[config.mk]
export PLATFORM = sky130hd
export DESIGN_NAME = quad_steer_gen
export DESIGN_NICKNAME = d
export VERILOG_FILES = /design/src/rtl/quad_steer_pkg.sv /design/src/rtl/quad_steer_gen_ch.sv /design/src/rtl/quad_steer_gen.sv
export SDC_FILE = /design/constraint.sdc
export NUM_CORES = 1
export LEC_CHECK = 0
export ABC_AREA = 1
export ABC_CLOCK_PERIOD_IN_PS = 4970
export BUFFER_PORTS_ARGS = -buffer_cell sky130_fd_sc_hd__buf_2
export CAP_MARGIN = 20
export CORE_MARGIN = 8
export CORE_UTILIZATION = 25
export DETAILED_ROUTE_END_ITERATION = 10
export SLEW_MARGIN = 40
export SYNTH_ARGS = -nofsm -noshare
export SYNTH_HDL_FRONTEND = slang
export SYNTH_SLANG_ARGS = --single-unit
[constraint.sdc]
create_clock -name clk_sys -period 4.97 [get_ports clk_sys]
set_clock_uncertainty 0.2 [all_clocks]
set_input_delay 0.994 -clock clk_sys [delete_from_list [all_inputs] [get_ports clk_sys]]
set_output_delay 0.994 -clock clk_sys [all_outputs]
set_load 0.005 [all_outputs]
[src/rtl/quad_steer_pkg.sv]
// quad_steer_pkg: shared types, Gray constants and helpers for the
// quadrature steering generator.
package quad_steer_pkg;

   localparam logic [1:0] GRAY_0 = 2'b00;
   localparam logic [1:0] GRAY_1 = 2'b01;
   localparam logic [1:0] GRAY_2 = 2'b11;
   localparam logic [1:0] GRAY_3 = 2'b10;

   typedef enum logic [1:0] {
      IDLE = 2'd0,
      INC  = 2'd1,
      DEC  = 2'd2
   } dir_t;

   typedef logic [1:0] level_t;

   // |v| with -128 folded onto 127 so the result always fits 7 bits
   function automatic logic [6:0] sat_mag(input logic signed [7:0] v);
      logic [7:0] neg;
      neg = -v;
      if (v == -8'sd128) return 7'd127;
      if (v[7])          return neg[6:0];
      return v[6:0];
   endfunction

   // One Gray step forward (INC) or backward (DEC); IDLE holds the state
   function automatic logic [1:0] gray_step(input logic [1:0] s, input dir_t d);
      logic [1:0] fwd;
      logic [1:0] bwd;
      case (s)
         GRAY_0:  begin fwd = GRAY_1; bwd = GRAY_3; end
         GRAY_1:  begin fwd = GRAY_2; bwd = GRAY_0; end
         GRAY_2:  begin fwd = GRAY_3; bwd = GRAY_1; end
         default: begin fwd = GRAY_0; bwd = GRAY_2; end
      endcase
      if (d == INC) return fwd;
      if (d == DEC) return bwd;
      return s;
   endfunction

endpackage

[src/rtl/quad_steer_gen_ch.sv]
// quad_steer_ch: one quadrature channel. Decodes buttons/stick into a
// direction and speed level, divides clk_sys down to a step rate, walks a
// Gray A/B state and auto-selects against a synchronised external encoder.
// Optional build macro: QUAD_ACCEL_EN adds the hold-to-accelerate ramp for
// digital presses; without it digital presses always run at level 0.
module quad_steer_ch
   import quad_steer_pkg::*;
#(
   parameter int DIV_W       = 16,
   parameter int CLKDIV      = 5500,
   parameter int ACCEL_STEPS = 16,
   parameter int DEADZONE    = 8
) (
   input  logic              clk_i,
   input  logic              rst_ni,
   input  logic              left_i,
   input  logic              right_i,
   input  logic signed [7:0] analog_i,
   input  logic              analog_en_i,
   input  logic              ext_a_i,
   input  logic              ext_b_i,
   output logic              enc_a_o,
   output logic              enc_b_o,
   output logic              ext_active_o
);

   localparam logic [DIV_W-1:0] BASE_PERIOD = DIV_W'(CLKDIV);
   localparam logic [DIV_W-1:0] ONE         = DIV_W'(1);

   dir_t             dir_d, dir_q;
   logic             use_analog;
   logic [6:0]       mag;
   level_t           lvl;
   logic [DIV_W-1:0] period, cnt_eff, cnt_d, cnt_q;
   logic             step;
   logic [1:0]       gray_d, gray_q;
   logic [1:0]       sync1_q, sync2_q, prev_q;
   logic             ext_active_d, ext_active_q;
   logic [1:0]       enc_d, enc_q;

   // Direction decode: a single pressed button wins, otherwise the stick
   always_comb begin
      mag        = sat_mag(analog_i);
      use_analog = 1'b0;
      dir_d      = IDLE;
      if (right_i && !left_i) begin
         dir_d = INC;
      end else if (left_i && !right_i) begin
         dir_d = DEC;
      end else if (analog_en_i && (int'(mag) >= DEADZONE)) begin
         use_analog = 1'b1;
         dir_d      = analog_i[7] ? DEC : INC;
      end
   end

`ifdef QUAD_ACCEL_EN
   localparam int            RW        = (ACCEL_STEPS > 1) ? $clog2(ACCEL_STEPS) : 1;
   localparam logic [RW-1:0] RAMP_LAST = RW'(ACCEL_STEPS - 1);

   logic          ramp_cont;
   logic          dig_d, dig_q;
   level_t        ramp_lvl_eff, ramp_lvl_d, ramp_lvl_q;
   logic [RW-1:0] ramp_cnt_eff, ramp_cnt_d, ramp_cnt_q;

   // Ramp history only survives while the same digital press continues
   always_comb begin
      ramp_cont    = dig_q && !use_analog && (dir_d != IDLE) && (dir_d == dir_q);
      ramp_lvl_eff = ramp_cont ? ramp_lvl_q : 2'd0;
      ramp_cnt_eff = ramp_cont ? ramp_cnt_q : '0;
   end

   // Count digital steps; every ACCEL_STEPS of them raises the level up to 3
   always_comb begin
      ramp_lvl_d = ramp_lvl_eff;
      ramp_cnt_d = ramp_cnt_eff;
      dig_d      = (dir_d != IDLE) && !use_analog;
      if (step && !use_analog) begin
         if (ramp_cnt_eff == RAMP_LAST) begin
            ramp_cnt_d = '0;
            if (ramp_lvl_eff != 2'd3) ramp_lvl_d = ramp_lvl_eff + 2'd1;
         end else begin
            ramp_cnt_d = ramp_cnt_eff + RW'(1);
         end
      end
   end

   // Ramp state register
   always_ff @(posedge clk_i or negedge rst_ni) begin
      if (!rst_ni) begin
         dig_q      <= 1'b0;
         ramp_lvl_q <= 2'd0;
         ramp_cnt_q <= '0;
      end else begin
         dig_q      <= dig_d;
         ramp_lvl_q <= ramp_lvl_d;
         ramp_cnt_q <= ramp_cnt_d;
      end
   end

   assign lvl = use_analog ? level_t'(mag[6:5]) : ramp_lvl_eff;
`else
   assign lvl = use_analog ? level_t'(mag[6:5]) : 2'd0;
`endif

   // Step divider: a new or reversed direction restarts the count from 0,
   // and a period that shrank below the count fires on the next cycle
   always_comb begin
      period  = BASE_PERIOD >> lvl;
      cnt_eff = (dir_d != dir_q) ? '0 : cnt_q;
      step    = (dir_d != IDLE) && (cnt_eff >= (period - ONE));
      cnt_d   = ((dir_d == IDLE) || step) ? '0 : (cnt_eff + ONE);
      gray_d  = step ? gray_step(gray_q, dir_d) : gray_q;
   end

   // Source select: external motion claims the output, a generated step
   // takes it back and wins a same-cycle tie
   always_comb begin
      ext_active_d = ext_active_q;
      if (sync2_q != prev_q) ext_active_d = 1'b1;
      if (step)              ext_active_d = 1'b0;
      enc_d = ext_active_d ? sync2_q : gray_q;
   end

   // Channel state, synchroniser and registered outputs
   always_ff @(posedge clk_i or negedge rst_ni) begin
      if (!rst_ni) begin
         dir_q        <= IDLE;
         cnt_q        <= '0;
         gray_q       <= GRAY_0;
         sync1_q      <= 2'b00;
         sync2_q      <= 2'b00;
         prev_q       <= 2'b00;
         ext_active_q <= 1'b0;
         enc_q        <= 2'b00;
      end else begin
         dir_q        <= dir_d;
         cnt_q        <= cnt_d;
         gray_q       <= gray_d;
         sync1_q      <= {ext_a_i, ext_b_i};
         sync2_q      <= sync1_q;
         prev_q       <= sync2_q;
         ext_active_q <= ext_active_d;
         enc_q        <= enc_d;
      end
   end

   assign enc_a_o      = enc_q[1];
   assign enc_b_o      = enc_q[0];
   assign ext_active_o = ext_active_q;

endmodule

[src/rtl/quad_steer_gen.sv]
// quad_steer_gen: multi-channel quadrature encoder synthesiser. Slices the
// vector ports and instantiates one independent quad_steer_ch per channel.
// Optional build macro: QUAD_ACCEL_EN (hold-to-accelerate for digital input).
module quad_steer_gen
   import quad_steer_pkg::*;
#(
   parameter int CHANNELS    = 2,
   parameter int DIV_W       = 16,
   parameter int CLKDIV      = 5500,
   parameter int ACCEL_STEPS = 16,
   parameter int DEADZONE    = 8
) (
   input  logic                  clk_sys,
   input  logic                  reset_n,
   input  logic [CHANNELS-1:0]   left,
   input  logic [CHANNELS-1:0]   right,
   input  logic [8*CHANNELS-1:0] analog,
   input  logic [CHANNELS-1:0]   analog_en,
   input  logic [CHANNELS-1:0]   ext_a,
   input  logic [CHANNELS-1:0]   ext_b,
   output logic [CHANNELS-1:0]   enc_a,
   output logic [CHANNELS-1:0]   enc_b,
   output logic [CHANNELS-1:0]   ext_active
);

   for (genvar i = 0; i < CHANNELS; i++) begin : g_ch
      quad_steer_ch #(
         .DIV_W      (DIV_W),
         .CLKDIV     (CLKDIV),
         .ACCEL_STEPS(ACCEL_STEPS),
         .DEADZONE   (DEADZONE)
      ) u_ch (
         .clk_i       (clk_sys),
         .rst_ni      (reset_n),
         .left_i      (left[i]),
         .right_i     (right[i]),
         .analog_i    (analog[8*i +: 8]),
         .analog_en_i (analog_en[i]),
         .ext_a_i     (ext_a[i]),
         .ext_b_i     (ext_b[i]),
         .enc_a_o     (enc_a[i]),
         .enc_b_o     (enc_b[i]),
         .ext_active_o(ext_active[i])
      );
   end

endmodule

==> summary.txt <==
Area after DPL = 4550 um^2
Unrepaired setup endpoints after global routing = no
Sequential fraction of the synthesis area = 0.347
Static Leakage = 2.34 nW
Status = complete, no violations
Final GP Congestion = 0.780
Clock Root Buffer = clkbuf_16
Die area = 21100 um^2
Worst path most repeated cell = nand2_1
DRC errors left = 0
First-pass GRT wire length = 14.4 mm
Diode count = 0
Number of synthesized flops with an enable pin = 0
Vias in the first global route = 3270
Min-delay worst type = reg -> reg
Cell Pwr Density = 284 nW/um^2
Die W = 145 um
Detail Route Antenna Nets = 0
Clock Tree Buf Depth = 2
Largest net degree at the start of global routing = 50
Peak supply drop = 152 uV
Core area = 16500 um^2
Starting Density = 0.254
Worst-path maximum fanout = 14
# hold bufs at CTS = 0
Worst-skew pair later-pin latency = 0.33 ns
Overall routing resource usage = 0.0802
Starting DRT DRC Count = 75
Clk sink count = 58
Synth warn = 0
Nets = 631
Worst setup SP type = input port
Crit path DAT = 4.32 ns
Yosys reg bits = 58
Avg Cell Area, Syn = 7.88 um^2
# IOs = 34
Final number of hold-violating endpoints = 0
Post-synth top cells = nand2_1, inv_1, nor2_1
CP Capture Type = flip-flop
Yosys cell types = 41
TritonCTS clock tree = done
Main synth FF type = dfrtp_1
Top-count cell post-synth = nand2_1
Congestion Overflow GR = 0
Largest cells by area after synthesis = dfrtp_1, ha_1, nand2_1, inv_1, nor2_1
Hpwl dp = 6.13 mm
Dominant cell type by area after synthesis = dfrtp_1
Hold Path Depth = 0
Slowest cell on crit path = nor3_1
CTS resizes = 0
Max-slew violation count = 0
Core Util, Final = 0.295
CP required = 4.99 ns
Router iterations before antenna repair = 4
Top-area cell type share of the netlist area = 0.347
Setup Fix Bufs, Post-CTS = 0
Reg2Reg Depth = 17
Die Y = 145 um
I/O Buffers = 33
Tcrit/Tclk final = 0.866
P&R area growth vs syn = 16.2%
Setup CP Type = in -> reg
WL final = 7.72 mm
CP max stage delay = 0.31 ns
DR WL/cell = 9.72 um
Relative slew margins = 0.590
Via Count = 3174
Fmax achieved = 232 MHz
Mapped Cells = 530
Ys async rst share = 1.00
H-tree Lvls = 3
Fin Setup TNS = 0 ns
Final Instance Area = 4850 um^2
Layout cells sized above 1 = 0.213
Initial antenna violation count = 0
Setup Viol. Count Final = 0
Via-per-instance ratio = 4.00
Number of max-cap violations = 0
Netlist Area Pre-Place = 4180 um^2
Reg clk slew, reported paths = 0.05 ns
Row cnt = 47
Min cycle time layout = 4.30 ns
Slew @ Worst Pin = 0.615 ns
Number of buffers created by CTS = 9
## flip-flops by register name (all words and copies together), names as in the netlist
register                cells
g_ch.u_ch.cnt_q            32
g_ch.u_ch.sync1_q           4
g_ch.u_ch.sync2_q           4
g_ch.u_ch.gray_q            4
g_ch.u_ch.prev_q            4
g_ch.u_ch.dir_q             4
g_ch.u_ch.enc_q             4
g_ch.u_ch.ext_active_o      2
## final timing paths
| path | startpoint | to | slack, ns |
|---|---|---|---|
| worst min-delay path | g_ch[1].u_ch.sync1_q[0] | g_ch[1].u_ch.sync2_q[0] | 0.15 |
| worst max-delay path | analog[0] | g_ch[0].u_ch.cnt_q[9] | 0.67 |
| max in group asynchronous | reset_n | g_ch[1].u_ch.prev_q[1] | 3.39 |
| worst min register to register | g_ch[1].u_ch.sync1_q[0] | g_ch[1].u_ch.sync2_q[0] | 0.15 |
| min in group asynchronous | reset_n | g_ch[0].u_ch.enc_q[1] | 0.32 |
| worst max register to register | g_ch[0].u_ch.dir_q[0] | g_ch[0].u_ch.cnt_q[9] | 1.92 |
## metal layers
metal  GRT usage  share of wire  vias to the layer above
li1            -              -                     1713
met1      0.0962           0.49                     1409
met2       0.135           0.46                       41
met3      0.0155          0.032                       11
met4      0.0396          0.019                        0
met5           0              0                        -
## logic make-up after synthesis
family / count (synthesis) / share of synthesized area
DFF: 58 / 0.347
other: 1 / 0.000897
adders and majority gates: 34 / 0.102
xor gates and xnor gates: 17 / 0.0356
and+or+nand+nor: 286 / 0.363
AOI/OAI and AO/OA: 27 / 0.0383
buffers and inverters: 107 / 0.113
## cells in the final DEF (no fill, tap or decap), drive strengths merged, types with 10 or more instances in the layout
cell      n
nor2     96
nand3    32
nor3     14
ha       34
inv      94
dfrtp    58
buf      37
clkbuf   10
a21oi    13
nand2   123
## worst max-delay path: cells and delay by family
family / cells / cell delay, ns
compound gates: 2 / 0.31
simple gates: 21 / 2.15
buf+inv: 4 / 0.33
fa+ha+maj: 2 / 0.52
## final cells by class
type / instances / area (um^2)
Multi-Input combinational cell: 368 / 2270
Sequential cell: 58 / 1450
Clock buffer: 10 / 239
Fill cell: 1807 / 11600
Tap cell: 220 / 275
Inverter: 95 / 359
Timing Repair Buffer: 37 / 195
Clock inverter: 6 / 66.3
## power by group
part	total [mW]	internal (mW)	switching (mW)
sequential	0.537	0.511	0.0264
clock	0.621	0.401	0.220
combinational	0.221	0.0782	0.143
## metrics by stage
step	setup slack [ns]	cells	power, mW	hold WS, ns
final	0.668	794	1.38	0.145
after global routing	0.162	794	1.45	0.152
after CTS	0.626	794	1.41	0.147
after detailed placement	0.291	778	0.770	0.135
after global placement	0.315	778	0.769	0.135
after floorplan	1.06	533	0.720	0.131
(Power assumes the default switching activity.)
